--- config.mk ---
export PLATFORM = sky130hd
export DESIGN_NAME = segmentos_a_letras
export DESIGN_NICKNAME = d
export VERILOG_FILES = /design/src/rtl/segmentos_pkg.sv /design/src/rtl/segmentos_decod.sv /design/src/rtl/segmentos_a_letras.sv
export SDC_FILE = /design/constraint.sdc
export NUM_CORES = 1
export LEC_CHECK = 0
export ABC_AREA = 1
export BUFFER_PORTS_ARGS = -buffer_cell sky130_fd_sc_hd__buf_2
export CORE_MARGIN = 10
export CORE_UTILIZATION = 30
export DETAILED_ROUTE_END_ITERATION = 10
export PLACE_DENSITY_LB_ADDON = 0.15
export SETUP_SLACK_MARGIN = 0.3
export SLEW_MARGIN = 30
export SYNTH_ARGS = -nofsm -noshare
export SYNTH_HDL_FRONTEND = slang
export SYNTH_SLANG_ARGS = --single-unit
--- constraint.sdc ---
create_clock -name clk -period 2.4 [get_ports clk]
set_input_delay 0.48 -clock clk [delete_from_list [all_inputs] [get_ports clk]]
set_output_delay 0.48 -clock clk [all_outputs]
set_load 0.005 [all_outputs]
--- src/rtl/segmentos_pkg.sv ---
// segmentos_pkg
// Shared constants for the seven-segment-to-ASCII phrase detector:
//   - active-low segment patterns (bit6..bit0 = g,f,e,d,c,b,a)
//   - ASCII codes of the recognised symbols
//   - the 16-symbol expected phrase "POLO-SOLA-COSAS "
//   - matcher FSM state type and encodings
//   - default stability filter length
package segmentos_pkg;

  localparam int STABLE_CYCLES_DEF = 4;

  // Segment patterns, active-low, g..a
  localparam logic [6:0] SEG_P     = 7'b0001100;
  localparam logic [6:0] SEG_O     = 7'b1000000;
  localparam logic [6:0] SEG_L     = 7'b1000111;
  localparam logic [6:0] SEG_DASH  = 7'b0111111;
  localparam logic [6:0] SEG_S     = 7'b0010010;
  localparam logic [6:0] SEG_A     = 7'b0001000;
  localparam logic [6:0] SEG_C     = 7'b1000110;
  localparam logic [6:0] SEG_BLANK = 7'b1111111;

  // ASCII codes
  localparam logic [7:0] ASCII_P     = 8'h50;
  localparam logic [7:0] ASCII_O     = 8'h4F;
  localparam logic [7:0] ASCII_L     = 8'h4C;
  localparam logic [7:0] ASCII_DASH  = 8'h2D;
  localparam logic [7:0] ASCII_S     = 8'h53;
  localparam logic [7:0] ASCII_A     = 8'h41;
  localparam logic [7:0] ASCII_C     = 8'h43;
  localparam logic [7:0] ASCII_SPACE = 8'h20;
  localparam logic [7:0] ASCII_UNK   = 8'h3F;

  localparam int PHRASE_LEN = 16;

  // PHRASE[0] is the first expected symbol; the concatenation lists the
  // phrase back to front so that element 0 lands in the low byte.
  localparam logic [PHRASE_LEN-1:0][7:0] PHRASE = {
    ASCII_SPACE, ASCII_S, ASCII_A, ASCII_S,
    ASCII_O,     ASCII_C, ASCII_DASH, ASCII_A,
    ASCII_L,     ASCII_O, ASCII_S, ASCII_DASH,
    ASCII_O,     ASCII_L, ASCII_O, ASCII_P
  };

  // Matcher FSM
  typedef logic [1:0] state_t;
  localparam state_t ST_IDLE  = 2'd0;
  localparam state_t ST_MATCH = 2'd1;
  localparam state_t ST_DONE  = 2'd2;

endpackage

--- src/rtl/segmentos_decod.sv ---
// segmentos_decod
// Purely combinational decoder from a 7-segment pattern to ASCII.
// Ports:
//   seg_in [6:0] : active-low pattern, bit6..bit0 = g,f,e,d,c,b,a
//   err          : 1 when the pattern is not one of the known symbols
//   ascii  [7:0] : ASCII code of the symbol, '?' for unknown patterns
module segmentos_decod
  import segmentos_pkg::*;
(
  input  logic [6:0] seg_in,
  output logic       err,
  output logic [7:0] ascii
);

  always_comb begin
    err   = 1'b0;
    ascii = ASCII_UNK;
    case (seg_in)
      SEG_P:     ascii = ASCII_P;
      SEG_O:     ascii = ASCII_O;
      SEG_L:     ascii = ASCII_L;
      SEG_DASH:  ascii = ASCII_DASH;
      SEG_S:     ascii = ASCII_S;
      SEG_A:     ascii = ASCII_A;
      SEG_C:     ascii = ASCII_C;
      SEG_BLANK: ascii = ASCII_SPACE;
      default: begin
        ascii = ASCII_UNK;
        err   = 1'b1;
      end
    endcase
  end

endmodule

--- src/rtl/segmentos_a_letras.sv ---
// segmentos_a_letras
// Debounces a stream of seven-segment patterns, converts each accepted
// symbol to ASCII and detects the phrase "POLO-SOLA-COSAS ".
// Optional feature: define SEG_ERR_CNT_EN to get a saturating counter of
// unknown patterns on err_cnt; otherwise err_cnt is tied to 0.
// Parameters:
//   STABLE_CYCLES : identical valid samples needed to accept a symbol (1..15)
// Ports:
//   clk          : clock, rising edge
//   rst          : asynchronous active-high reset
//   seg_in [6:0] : active-low segment pattern (g..a)
//   seg_valid    : seg_in is meaningful this cycle
//   letra  [7:0] : ASCII of the last accepted symbol (held between pulses)
//   letra_valid  : one-cycle pulse, letra/letra_err updated
//   letra_err    : last accepted pattern was not in the table
//   frase_ok     : one-cycle pulse, full phrase received
//   err_cnt[7:0] : saturating count of unknown accepted patterns
module segmentos_a_letras
  import segmentos_pkg::*;
#(
  parameter int STABLE_CYCLES = STABLE_CYCLES_DEF
)(
  input  logic       clk,
  input  logic       rst,
  input  logic [6:0] seg_in,
  input  logic       seg_valid,
  output logic [7:0] letra,
  output logic       letra_valid,
  output logic       letra_err,
  output logic       frase_ok,
  output logic [7:0] err_cnt
);

  localparam logic [3:0] RUN_MAX = 4'(STABLE_CYCLES);

  // ---------------------------------------------------------------
  // Stability filter
  // ---------------------------------------------------------------
  logic [6:0] r_prev;
  logic [3:0] r_run;
  logic [3:0] w_run_next;
  logic       w_same;
  logic       w_hit;
  logic       w_dec_err;
  logic [7:0] w_dec_ascii;

  segmentos_decod u_decod (
    .seg_in (seg_in),
    .err    (w_dec_err),
    .ascii  (w_dec_ascii)
  );

  assign w_same = (seg_in == r_prev);

  always_comb begin
    w_run_next = r_run;
    if (!seg_valid) begin
      w_run_next = 4'd0;
    end else if (w_same) begin
      w_run_next = (r_run == RUN_MAX) ? RUN_MAX : r_run + 4'd1;
    end else begin
      w_run_next = 4'd1;
    end
  end

  // Accept only on the transition into RUN_MAX. A run already saturated
  // and continuing with the same pattern must not fire again; a changed
  // pattern restarts the run, which with STABLE_CYCLES=1 is itself a hit.
  assign w_hit = seg_valid && (w_run_next == RUN_MAX) &&
                 !(w_same && (r_run == RUN_MAX));

  logic [7:0] r_letra;
  logic       r_letra_valid;
  logic       r_letra_err;

  always_ff @(posedge clk or posedge rst) begin
    if (rst) begin
      r_prev        <= 7'h7F;
      r_run         <= 4'd0;
      r_letra       <= 8'h00;
      r_letra_valid <= 1'b0;
      r_letra_err   <= 1'b0;
    end else begin
      r_run         <= w_run_next;
      r_letra_valid <= w_hit;
      if (seg_valid) begin
        r_prev <= seg_in;
      end
      if (w_hit) begin
        r_letra     <= w_dec_ascii;
        r_letra_err <= w_dec_err;
      end
    end
  end

  assign letra       = r_letra;
  assign letra_valid = r_letra_valid;
  assign letra_err   = r_letra_err;

  // ---------------------------------------------------------------
  // Phrase matcher: consumes the registered acceptance, so frase_ok
  // (decoded from DONE) lands one cycle after the final letra_valid.
  // ---------------------------------------------------------------
  state_t     r_state, w_state_next;
  logic [3:0] r_pos, w_pos_next;
  logic [3:0] w_pos_base;

  // A symbol arriving while DONE is active is judged from the start.
  assign w_pos_base = (r_state == ST_DONE) ? 4'd0 : r_pos;

  always_comb begin
    w_state_next = r_state;
    w_pos_next   = r_pos;
    if (r_state == ST_DONE) begin
      w_state_next = ST_IDLE;
      w_pos_next   = 4'd0;
    end
    if (r_letra_valid) begin
      if (r_letra_err) begin
        w_state_next = ST_IDLE;
        w_pos_next   = 4'd0;
      end else if (r_letra == PHRASE[w_pos_base]) begin
        if (w_pos_base == 4'(PHRASE_LEN - 1)) begin
          w_state_next = ST_DONE;
          w_pos_next   = 4'd0;
        end else begin
          w_state_next = ST_MATCH;
          w_pos_next   = w_pos_base + 4'd1;
        end
      end else if (r_letra == ASCII_P) begin
        w_state_next = ST_MATCH;
        w_pos_next   = 4'd1;
      end else begin
        w_state_next = ST_IDLE;
        w_pos_next   = 4'd0;
      end
    end
  end

  always_ff @(posedge clk or posedge rst) begin
    if (rst) begin
      r_state <= ST_IDLE;
      r_pos   <= 4'd0;
    end else begin
      r_state <= w_state_next;
      r_pos   <= w_pos_next;
    end
  end

  assign frase_ok = (r_state == ST_DONE);

  // ---------------------------------------------------------------
  // Unknown-pattern counter
  // ---------------------------------------------------------------
`ifdef SEG_ERR_CNT_EN
  logic [7:0] r_err_cnt;

  always_ff @(posedge clk or posedge rst) begin
    if (rst) begin
      r_err_cnt <= 8'd0;
    end else if (r_letra_valid && r_letra_err && (r_err_cnt != 8'hFF)) begin
      r_err_cnt <= r_err_cnt + 8'd1;
    end
  end

  assign err_cnt = r_err_cnt;
`else
  assign err_cnt = 8'd0;
`endif

endmodule

After elaboration in Yosys (flattened, before gate mapping)
Memories as Yosys holds them, arrays and structs flattened.
Index checks and enable logic that the tools add are counted.
{"block": "classes", "bitwise_logic": 0, "reduce_logical": 6, "mul": 0, "n_eq_ne": 15, "add_sub_neg": 2, "order_cmp": 1, "n_div": 0, "n_mux": 18, "shift": 0}
{"cell": "$pmux W7 S8", "count": 1}
{"cell": "$mux W4", "count": 8}
{"cell": "$eq A7 B7 Y1 const B", "count": 4}
{"cell": "$eq A7 B4 Y1 const B", "count": 2}
{"cell": "$mux W2", "count": 5}
{"cell": "$add A4 B1 Y4 const B", "count": 2}
{"cell": "$eq A4 B3 Y1 const B", "count": 2}
{"cell": "$eq A8 B7 Y1 const B", "count": 1}
{"cell": "$eq A8 B8 Y1", "count": 1}
{"cell": "$mux W8", "count": 1}
{"cell": "$reduce_or A8 Y1", "count": 1}
{"cell": "$eq A7 B5 Y1 const B", "count": 1}
{"cell": "$eq A7 B6 Y1 const B", "count": 1}
{"cell": "$eq A7 B7 Y1", "count": 1}
{"cell": "$lt A4 B5 Y1 const B", "count": 1}
{"cell": "$eq A4 B4 Y1 const B", "count": 1}
{"cell": "$logic_and A1 B1 Y1", "count": 3}
{"cell": "$mux W1", "count": 3}
{"cell": "$eq A2 B2 Y1 const B", "count": 1}
{"cell": "$reduce_bool A2 Y1", "count": 1}
{"cell": "$logic_not A1 Y1", "count": 1}
{"block": "word_totals", "latch_bits": 0, "ram_bits": 0, "n_memories": 1, "inputBits": 10, "reg_bits": 27, "rom_bits": 128}
{"memory": "(no name shown)", "depth": 16, "width": 8, "read_ports": 1, "rd_ports_with_merged_regs": 0, "wr": 0, "line_no": "segmentos_a_letras.sv:122", "text": "end else if (r_letra == PHRASE[w_pos_base]) begin"}

Logic depth before layout (Yosys ltp)
Gate-level depths: netlist (run 1).
{"block": "logic_depth", "depth_word": 8, "ltp_mapped": 17, "depth_no_buf": 17}

Cells and area by module
Synthesis (run 1) repeated with hierarchy kept, for this count alone.
{"block": "unflattened", "cells_unflattened": 288, "area_unflattened_um2": 2058.2}
{"mod": "segmentos_a_letras", "instances": 1, "cells_each": 226, "area_each_um2": 1780.5, "seq_area_each_um2": 684.4}
{"mod": "segmentos_decod", "instances": 1, "cells_each": 62, "area_each_um2": 277.8, "seq_area_each_um2": 0.0}

Worst setup path before layout (run 1)
No wires, ideal clock.
{"block": "synth_timing", "kind": "reg-to-reg", "startpoint": "reg r_state[0]", "endpoint": "reg r_state[0]", "setup_time_ns": 0.117, "t_arrival_ns": 1.743, "period_less_slack_ns": 1.861, "path_stages_with_launch": 18, "slack_ns": 0.539, "n_path_buf": 0, "path_cell_list": "dfrtp_1 > inv_2 > nand2_4 > nand2_1 > inv_1 > ha_1 > inv_1 > nand3_2 > nand2_2 > nand2_1 > nand2_1 > nand2_1 > inv_1 > nand2_1 > nor2_1 > nand3_1 > nand3_1 > nand2_1"}
{"block": "synth_via", "elab_chain_cells": 8, "word_cells_on_any_way": 11}
{"item": "from (decl)", "line_no": "segmentos_a_letras.sv:104", "text": "state_t r_state, w_state_next;"}
{"item": "from (signal assigned)", "line_no": "segmentos_a_letras.sv:145", "text": "r_state <= w_state_next;"}
{"item": "$eq A2 B2 Y1 (*)", "line_no": "segmentos_a_letras.sv:109, segmentos_a_letras.sv:114"}
{"item": "$mux W4"}
{"item": "$mem_v2 Z16 W8"}
{"item": "$mux W8 (implied by the code)", "line_no": "segmentos_a_letras.sv:122"}
{"item": "$eq A8 B8 Y1", "line_no": "segmentos_a_letras.sv:122"}
{"item": "$mux W2", "line_no": "segmentos_a_letras.sv:122"}
{"item": "$mux W2", "line_no": "segmentos_a_letras.sv:119", "text": "if (r_letra_err) begin"}
{"item": "$mux W2", "line_no": "segmentos_a_letras.sv:118", "text": "if (r_letra_valid) begin"}
Mark *: on every way between the ends. The rest lies on a longest branch, timed or not. The select of a mux whose other input is x is not followed.
A chain may end at the register's enable or synchronous reset.

Worst setup path after layout (run 1)
{"block": "layout_timing", "startpoint": "reg r_state[1]", "endpoint": "reg r_pos[0]"}
{"block": "layout_via", "elab_chain_cells": 8, "word_cells_on_any_way": 11}
{"item": "$eq A2 B2 Y1 (*)", "line_no": "segmentos_a_letras.sv:109", "text": "assign w_pos_base = (r_state == ST_DONE) ? 4'd0 : r_pos;"}
{"item": "$mux W4 (*)"}
{"item": "$mem_v2 Z16 W8"}
{"item": "$mux W8 (implied by the code)", "line_no": "segmentos_a_letras.sv:122"}
{"item": "$eq A8 B8 Y1", "line_no": "segmentos_a_letras.sv:122"}
{"item": "$mux W4", "line_no": "segmentos_a_letras.sv:122"}
{"item": "$mux W4", "line_no": "segmentos_a_letras.sv:119"}
{"item": "$mux W4 (*)", "line_no": "segmentos_a_letras.sv:118"}
{"item": "named net w_pos_next[0]", "line_no": "segmentos_a_letras.sv:105", "text": "logic [3:0] r_pos, w_pos_next;"}
{"item": "to (signal assigned)", "line_no": "segmentos_a_letras.sv:146", "text": "r_pos <= w_pos_next;"}
{"item": "to (decl)", "line_no": "segmentos_a_letras.sv:105"}
Mark *: on every way through the listed nets, which the timed path passes. The rest lies on a longest branch. The select of a mux whose other input is x is not followed.

==> results of run 1 <==
==> registers in the layout (all words and copies together), names as in the netlist <==
name	flops
r_prev	7
letra	6
r_pos	4
r_run	4
r_state	2
letra_err	1
letra_valid	1
==> timing repair <==
action,in CTS,in global routing
setup buffers,3,0
gates resized for setup,9,11
pin swaps,1,5
setup endpoints to repair,6,4
==> cell families (layout without fill, tap and decap cells) <==
| logic type | count (synthesis) | count (layout) | share of synthesized area |
|---|---|---|---|
| simple gates | 180 | 180 | 0.410 |
| buf+inv | 69 | 82 | 0.154 |
| flops | 25 | 25 | 0.308 |
| compound gates | 21 | 21 | 0.0558 |
| fa+ha+maj | 8 | 8 | 0.0485 |
| xor+xnor | 4 | 4 | 0.0170 |
| other cells | 1 | 9 | 0.00182 |
| mux | 1 | 1 | 0.00546 |
==> per-stage QoR <==
step,hold slack (ns),instance area (µm²)
2_1_floorplan,0.468,2090
3_3_place_gp,0.485,2180
3_5_place_dp,0.490,2180
4_1_cts,0.258,2280
5_1_grt,0.275,2340
6_report,0.254,2340
==> routing by layer <==
metal / global-route usage / vias up / wire (µm) / share of wire
li1: - / 997 / - / -
met5: 0 / - / 0 / 0
met2: 0.169 / 29 / 2400 / 0.49
met3: 0.0154 / 6 / 182 / 0.037
met4: 0.0310 / 0 / 87 / 0.018
met1: 0.120 / 843 / 2260 / 0.46
==> worst max-delay path, stage by stage, from the launching register on <==
cell and delay [ns]:
dfrtp_2 0.45, nand2_8 0.12, buf_4 0.22, nand2_2 0.15, nor2_1 0.21, nand2_4 0.09
nand3_2 0.07, nand2_1 0.06, inv_1 0.04, nand2_1 0.05, nor2_2 0.17, nand3_1 0.11
nand3_1 0.09, nand2_1 0.05
==> cell type report <==
class | instances | area [µm²]
clock buffers | 4 | 45.0
well taps | 80 | 100
inverters | 55 | 209
repair buffers | 23 | 125
flip-flops and latches | 25 | 636
multi-input cells | 223 | 1230
fillers | 749 | 4380
==> how the worst max path moves through the flow <==
stage,cells past startpoint,endpoint,slack (ns),start
2_1_floorplan,17,r_state[0],0.54,r_state[0]
3_3_place_gp,17,r_state[0],0.11,r_state[0]
3_5_place_dp,14,r_state[0],0.08,r_state[1]
4_1_cts,15,r_state[0],0.34,r_state[0]
5_1_grt,14,r_state[0],0.29,r_pos[0]
6_report,13,r_pos[0],0.42,r_state[1]
==> cell usage in the layout, fill, tap and decap left out, drive strengths merged <==
cell | synthesis | final
conb | 1 | 9
or2 | 1 | 1
nand3b | 1 | 1
nor3 | 7 | 7
o211ai | 1 | 1
clkbuf | 1 | 4
nor2 | 23 | 23
buf | 13 | 23
inv | 55 | 55
ha | 8 | 8
o21ai | 8 | 8
dfrtp | 18 | 18
o22ai | 3 | 3
nand3 | 37 | 37
a21oi | 9 | 9
dfstp | 7 | 7
mux2 | 1 | 1
xor2 | 4 | 4
and3 | 2 | 2
nand4 | 12 | 12
nand2 | 97 | 97
==> power by group <==
part           leakage (µW)  internal [µW]  switching [µW]
clock             0.0000228            119             135
sequential         0.000300            441            7.49
combinational      0.000951           27.6            56.2
==> results.json, run 1 <==
{
  "cts_hold_buf": 0,
  "vdd_drop_max_uv": 168,
  "antenna_found_initial": 0,
  "finalHoldViolations": 0,
  "synth-main-ff-cell": "dfrtp_1",
  "insertion_delay_ns": 0.27,
  "fp.coreArea_mm2": 0.00672,
  "cp-end-kind": "register",
  "finalClockSkew_ns": 0.00479,
  "vias": 1875,
  "hold_class": "in2async",
  "post-place-ws_ns": 0.0807,
  "worstPathRequired_ns": 2.57,
  "dp.cells": 403,
  "cts_buffer_depth": 2,
  "cts_root_buffer": "clkbuf_8",
  "grt_max_degree": 26,
  "r2r_slack_ns": 0.42,
  "fin_nets": 349,
  "syn_avg_cell_area_um2": 6.67,
  "rsz0062_at_grt": "false",
  "power_leakage_uw": 0.00127,
  "ys_types": 32,
  "synth_common_cells": "88 x nand2_1, 50 x inv_1, 34 x nand3_1",
  "dr.first_iter.drc_count": 73,
  "worst-setup-path-type": "reg2reg",
  "yosys-top-cells-area": "dfrtp_1 22%, nand2_1 16%, inv_1 9.1%, dfstp_2 8.9%, nand3_1 8.3%",
  "fin_ws_ns": 0.415,
  "fp.dieW_um": 103,
  "fmaxAchievable_mhz": 504,
  "wl_per_cell_um": 12.0,
  "dp.final_hpwl_mm": 3.93,
  "instances_no_fill": 410,
  "drive_above_1_share": 0.212,
  "drtPass1Iterations": 4,
  "port_buffers": 19,
  "drtAntennaViolNets": 0,
  "post-route-min-period_ns": 1.98,
  "async_flop_share": 1.00,
  "area.growth.synth_to_final_pct": 13.5,
  "drc": 0,
  "tns_ns": 0,
  "dieArea_mm2": 0.0106,
  "start_util": 0.307,
  "antenna_cells": 0,
  "routed_wl_mm": 4.93,
  "p_total_uw": 786,
  "synth_edf_count": 0,
  "rows": 30,
  "vias_per_cell": 4.57,
  "start_kind": "register",
  "critPathMaxFanout": 11,
  "synth_area_mm2": 0.00206,
  "grtUsageTotal": 0.0974,
  "yosysMostFrequentCell": "nand2_1",
  "setup_violations": 0,
  "max-cap-violations": 0,
  "synth_top_area_cell": "dfrtp_1",
  "gp_congestion": 0.820,
  "r2r-end": "r_pos[0]",
  "cts_tree": "done",
  "die_h_um": 103,
  "cts_num_sinks": 25,
  "tightest_slew_ns": 0.537,
  "seq_area_frac_synth": 0.308,
  "slew_viol_final": 0,
  "synth_seq_cells": 25,
  "clkSlewWorstSetupHoldPaths_ns": 0.09,
  "gr-total-overflow": 0,
  "cts_buffers": 3,
  "grt_first_pass_wirelength_mm": 8.42,
  "cts_max_level": 1,
  "max_slew_margin": 0.642,
  "cp_data_arrival_time_ns": 2.15,
  "netlist.area_leader.share": 0.218,
  "ff2ff_path_depth": 13,
  "yosysWarnings": 0,
  "r2r_start": "r_state[1]",
  "fin_crit_sh": 0.827,
  "outcome": "finished clean",
  "p_per_area_mw_per_mm2": 336,
  "first_global_vias": 1869,
  "synth_cells": 309,
  "ios": 29,
  "utilization": 0.348
}
(Power assumes the default switching activity.)
==> run 2: changes to the inputs <==
Settings changed: ABC_AREA 1 to 0.
Clock period 2.4 ns to 1.6 ns, I/O delays scaled along.
==> run 2 against run 1 <==
Compared with the run above: the run now ends with negative setup slack left; clock skew is 0.0023 ns higher; worst hold slack worse by 0.17 ns; sequential share of layout area is 3.4 points lower; count of clock-buffer cells in the layout stayed put; sequential power is 51% higher.
==> results.json, run 2 <==
{
  "outcome": "complete, but fails checks",
  "violations": "negative setup slack",
  "seq_area_frac_synth": 0.339,
  "p_sw_uw": 291,
  "slew_viol_final": 0,
  "layout_commonest_cell": "buf_4",
  "power_frac_comb": 0.135,
  "clkSlewWorstSetupHoldPaths_ns": 0.09,
  "cts_num_sinks": 25,
  "drtAntennaViolNets": 0,
  "drc": 0,
  "synth-main-ff-cell": "dfrtp_1",
  "yosysMostFrequentCell": "dfrtp_1",
  "insertion_delay_ns": 0.27,
  "critPathMaxFanout": 6,
  "fp.dieW_um": 99.0,
  "wl_per_cell_um": 13.9,
  "netlist.area_leader.share": 0.241,
  "start_util": 0.312,
  "hold_class": "in2async",
  "max-cap-violations": 0,
  "postPlaceCellArea_mm2": 0.00242,
  "grt_max_degree": 26,
  "async_flop_share": 1.00,
  "fin_ws_ns": -0.674,
  "dp.final_hpwl_mm": 3.71,
  "finalClockSkew_ns": 0.00705,
  "drive_above_1_share": 0.492,
  "drtPass1Iterations": 4,
  "tightest_slew_ns": 0.677,
  "fin_nets": 285,
  "p_per_area_mw_per_mm2": 455,
  "seqCellArea_um2": 634,
  "area.growth.synth_to_final_pct": 43.1,
  "gr-total-overflow": 0,
  "gp_congestion": 0.765,
  "rsz0062_at_grt": "true",
  "worst-setup-path-type": "reg2reg",
  "post-route-min-period_ns": 2.27,
  "fp.coreArea_mm2": 0.00599,
  "cp-end-kind": "register",
  "fillers": 619,
  "vdd_drop_max_uv": 301,
  "fin_crit_sh": 1.42,
  "largest_reg_flops": 7,
  "grtUsageTotal": 0.0950,
  "start_kind": "register",
  "layout_common_cells": "42 x buf_4, 18 x buf_2, 18 x dfrtp_1, 14 x nor2_1, 10 x nand3_1",
  "setup_violations": 14,
  "first_global_vias": 1679,
  "synth_top_area_cell": "dfrtp_1",
  "yosysWarnings": 0,
  "antenna_found_initial": 0,
  "grt_first_pass_wirelength_mm": 7.91,
  "max_slew_margin": 0.547,
  "synth_seq_cells": 25,
  "die_h_um": 99.0,
  "top_register": "r_prev",
  "syn_avg_cell_area_um2": 9.17,
  "cts_root_buffer": "clkbuf_8",
  "power_leakage_uw": 0.00119,
  "ios": 29,
  "utilization": 0.447,
  "fmaxAchievable_mhz": 440,
  "cp_data_arrival_time_ns": 2.47,
  "rows": 28,
  "synth_cells": 204,
  "pwr-share-seq": 0.556,
  "vias": 1639,
  "cts_tree": "done",
  "finalHoldViolations": 0,
  "dieArea_mm2": 0.00979,
  "postLayoutCellArea_mm2": 0.00268,
  "synth_common_cells": "18 x dfrtp_1, 15 x nor2_1, 11 x nand3_1, 11 x o21ai_0",
  "p_int_uw": 926,
  "routed_wl_mm": 4.74,
  "antenna_cells": 0,
  "vias_per_cell": 4.81,
  "multi_input_area_mm2": 0.00133,
  "worstPathRequired_ns": 1.80,
  "cts_buffers": 3,
  "cts_max_level": 1,
  "cts_buffer_depth": 2,
  "synth_edf_count": 0,
  "r2r_slack_ns": -0.67,
  "p_clk_frac": 0.309,
  "port_buffers": 19,
  "yosys-top-cells-area": "dfrtp_1 24%, dfstp_2 9.8%, ha_1 5.4%, mux2_2 4.8%, buf_4 4.0%",
  "swShare": 0.239,
  "dr.first_iter.drc_count": 50,
  "ys_types": 55,
  "synth_area_mm2": 0.00187
}
run 2: cell count changes in the layout (fill, tap and decap cells not counted), moves of 5 or more:
cell     delta
buf_4      +38
buf_6       +7
inv_1      -44
mux2_2      +6
nand2_1    -81
nand3_1    -21
nand4_1    -11
nor2_2      -5
xnor2_1     +8
run 2: worst max-delay path, stage by stage (launching register included):
cell and delay, ns:
dfrtp_1 0.38, nand2b_4 0.19, nand2_8 0.12, inv_4 0.04, ha_4 0.15, mux2i_2 0.16, nor3_2 0.07, or3_4 0.34
a221oi_4 0.35, buf_12 0.16, nand3b_4 0.09, o211ai_2 0.13
run 2: kinds of logic after synthesis:
logic type,share of synthesized area
AOI/OAI and AO/OA,0.179
DFF,0.339
muxes,0.0589
buffers and inverters,0.0883
xor gates and xnor gates,0.0375
and+or+nand+nor,0.242
adders and majority gates,0.0535
other,0.00200
run 2: layout make-up:
class	instances	share of cell area
repair buffers	69	0.196
inverters	10	0.0196
clock buffers	4	0.0168
flip-flops and latches	25	0.237
well taps	75	0.0351
multi-input cells	158	0.496
run 2: path summary, 6_finish.rpt:
kind | endpoint | cells past startpoint | start
min | r_run[2] | 3 | rst
min reg2reg | r_state[1] | 2 | r_state[1]
max reg2reg | r_pos[3] | 11 | r_state[0]
max | r_pos[3] | 11 | r_state[0]
max in group asynchronous | r_prev[0] | 3 | rst
min in group clk | r_prev[3] | 2 | seg_in[3]
run 2: layer usage:
metal / track usage / up-vias / share of wire / routed length [µm]
met5: 0 / - / 0 / 0
met4: 0.0298 / 0 / 0.0091 / 43
met3: 0.0189 / 4 / 0.031 / 146
met2: 0.162 / 16 / 0.51 / 2410
met1: 0.116 / 783 / 0.45 / 2130
li1: - / 836 / - / -
run 2: power groups by stage:
stage	registers, µW	logic [µW]	clock network, µW
final	677	164	376
after global routing	680	182	421
after CTS	677	159	395
after detailed placement	690	153	0
after global placement	689	153	0
after floorplan	687	113	0
run 2: through the flow:
step	TNS [ns]	setup slack [ns]	total power, µW	instances	hold WS, ns
global placement	-5.86	-0.699	842	329	0.394
global route	-6.67	-0.796	1280	341	0.118
floorplan	-5.22	-0.674	799	212	0.342
CTS	-5.71	-0.718	1230	338	0.0948
detailed placement	-6.06	-0.734	843	329	0.394
finish	-4.99	-0.674	1220	341	0.0869
run 2: timing repair:
item                       in CTS  in global routing
cloned                          0                  0
pin swaps                       7                 14
hold buffers                    0                  0
setup endpoints to repair      19                 21
gates resized for setup        11                 27
setup buffers                   5                  3
==> run 3: changes to the inputs <==
Settings changed: CTS_BUF_LIST from default to sky130_fd_sc_hd__clkbuf_4, SLEW_MARGIN 30 to 10.
==> run 3 against run 2 <==
Compared with the run above: the run still ends with negative setup slack left; register-to-register slack got worse by 0.05 ns; design area up 3.0%; utilization grew 1.4 points; wire length up 1.4%; largest power group unchanged.
==> results.json, run 3 (synthesis results as in run 2) <==
{
  "outcome": "complete, but fails checks",
  "violations": "negative setup slack",
  "dp.cells": 329,
  "port_buffers": 19,
  "vdd_drop_max_uv": 321,
  "p_per_area_mw_per_mm2": 415,
  "post-place-ws_ns": -0.734,
  "cts_hold_buf": 0,
  "p_clk_frac": 0.266,
  "layout_common_cells": "40 x buf_4, 21 x buf_6, 18 x dfrtp_1, 13 x nor2_1",
  "cts_root_buffer": "clkbuf_4",
  "fp.dieW_um": 99.0,
  "top_register": "r_prev",
  "start_util": 0.312,
  "rsz0062_at_grt": "true",
  "swShare": 0.248,
  "drtPass1Iterations": 4,
  "cts_tree": "done",
  "fin_hold_ws_ns": 0.0171,
  "wl_per_cell_um": 13.9,
  "pwr-share-seq": 0.591,
  "ios": 29,
  "r2r_start": "r_state[1]",
  "p_sw_uw": 284,
  "power_frac_comb": 0.143,
  "routed_wl_mm": 4.80,
  "layout_commonest_cell": "buf_4",
  "cts_num_sinks": 25,
  "gr-total-overflow": 0,
  "first_global_vias": 1700,
  "hold_class": "in2async",
  "max-cap-violations": 0,
  "start_kind": "register",
  "setup_violations": 14,
  "cts_buffers": 3,
  "fin_ws_ns": -0.720,
  "fmaxAchievable_mhz": 431,
  "tightest_slew_ns": 0.678,
  "drive_above_1_share": 0.500,
  "cts_buffer_depth": 2,
  "max_slew_margin": 0.547,
  "critPathMaxFanout": 6,
  "cp_data_arrival_time_ns": 2.58,
  "clkSlewWorstSetupHoldPaths_ns": 0.14,
  "insertion_delay_ns": 0.32,
  "instances_no_fill": 345,
  "p_int_uw": 862,
  "fp.coreArea_mm2": 0.00599,
  "drtAntennaViolNets": 0,
  "crit_start": "r_state[1]",
  "die_h_um": 99.0,
  "finalHoldViolations": 0,
  "dieArea_mm2": 0.00979,
  "cp-end-kind": "register",
  "fin_nets": 289,
  "vias_per_cell": 4.83,
  "dr.first_iter.drc_count": 45,
  "power_leakage_uw": 0.00121,
  "worst-setup-path-type": "reg2reg",
  "slew_viol_final": 0,
  "fillers": 603,
  "antenna_cells": 0,
  "grtUsageTotal": 0.0954,
  "post-route-min-period_ns": 2.32,
  "area.growth.synth_to_final_pct": 47.4,
  "utilization": 0.460,
  "dp.final_hpwl_mm": 3.71,
  "rows": 28,
  "fin_crit_sh": 1.45,
  "gp_congestion": 0.765,
  "antenna_found_initial": 0,
  "largest_reg_flops": 7,
  "grt_max_degree": 26,
  "vias": 1667,
  "finalClockSkew_ns": 0.0110,
  "cts_max_level": 1,
  "worstPathRequired_ns": 1.86,
  "grt_first_pass_wirelength_mm": 7.98,
  "drc": 0
}
## run 3: cell count changes in the layout (fill, tap and decap cells not counted)
| cell | change |
|---|---|
| nor2_2 | +1 |
| clkbuf_1 | -1 |
| clkbuf_8 | -3 |
| clkbuf_4 | +4 |
| ha_1 | +1 |
| buf_6 | +14 |
| o22ai_1 | +1 |
| buf_2 | -8 |
| ha_2 | -1 |
| o22ai_2 | -1 |
| nor2_1 | -1 |
| buf_4 | -2 |
## run 3: through the flow
step                cell area (µm²)  setup TNS [ns]  power (µW)
floorplan                      2030           -5.22         799
global placement               2420           -5.86         842
detailed placement             2420           -6.06         843
CTS                            2640           -5.86        1160
global route                   2760           -6.76        1210
finish                         2760           -5.22        1150
## run 3: repair_timing
action | in CTS | in global routing
pin swaps | 7 | 14
resized for setup | 26 | 25
buffers inserted | 9 | 3
cloned | 0 | 0
endpoints found under the setup margin | 27 | 27
## run 3: critical path, cell delays in order (launching register included)
cell,delay [ns]
dfrtp_1,0.43
nand2b_4,0.15
nand2_8,0.09
ha_1,0.22
buf_4,0.14
o21a_1,0.10
or3_4,0.38
a221oi_4,0.33
buf_12,0.16
nand3b_4,0.08
o211ai_2,0.15
## run 3: power by group through the flow
| stage | combinational [µW] | sequential (µW) | clock [µW] |
|---|---|---|---|
| after floorplan | 113 | 687 | 0 |
| after global placement | 153 | 689 | 0 |
| after detailed placement | 153 | 690 | 0 |
| after CTS | 161 | 677 | 321 |
| after global routing | 182 | 681 | 346 |
| final | 163 | 677 | 305 |
## run 3: path summary, 6_finish.rpt
| check | endpoint | slack, ns | cells after the start |
|---|---|---|---|
| min in group clk | r_prev[3] | 0.30 | 2 |
| worst max-delay path | r_pos[3] | -0.72 | 10 |
| max in group asynchronous | r_prev[0] | 1.27 | 3 |
| worst max register to register | r_pos[3] | -0.72 | 10 |
| worst min register to register | r_state[1] | 0.57 | 2 |
| worst min-delay path | r_run[1] | 0.02 | 3 |
## run 3: area by class of cell
cell class	instances	area, µm²	area share
clock buffers	4	30.0	0.0109
inverters	10	52.6	0.0191
multi-input cells	158	1320	0.479
flip-flops and latches	25	634	0.230
well taps	75	93.8	0.0340
repair buffers	73	627	0.227
## run 3: metal layers
metal / vias up / GRT usage / routed length (µm)
li1: 843 / - / -
met1: 795 / 0.118 / 2150
met2: 23 / 0.163 / 2410
met3: 6 / 0.0182 / 184
met4: 0 / 0.0265 / 58
met5: - / 0 / 0
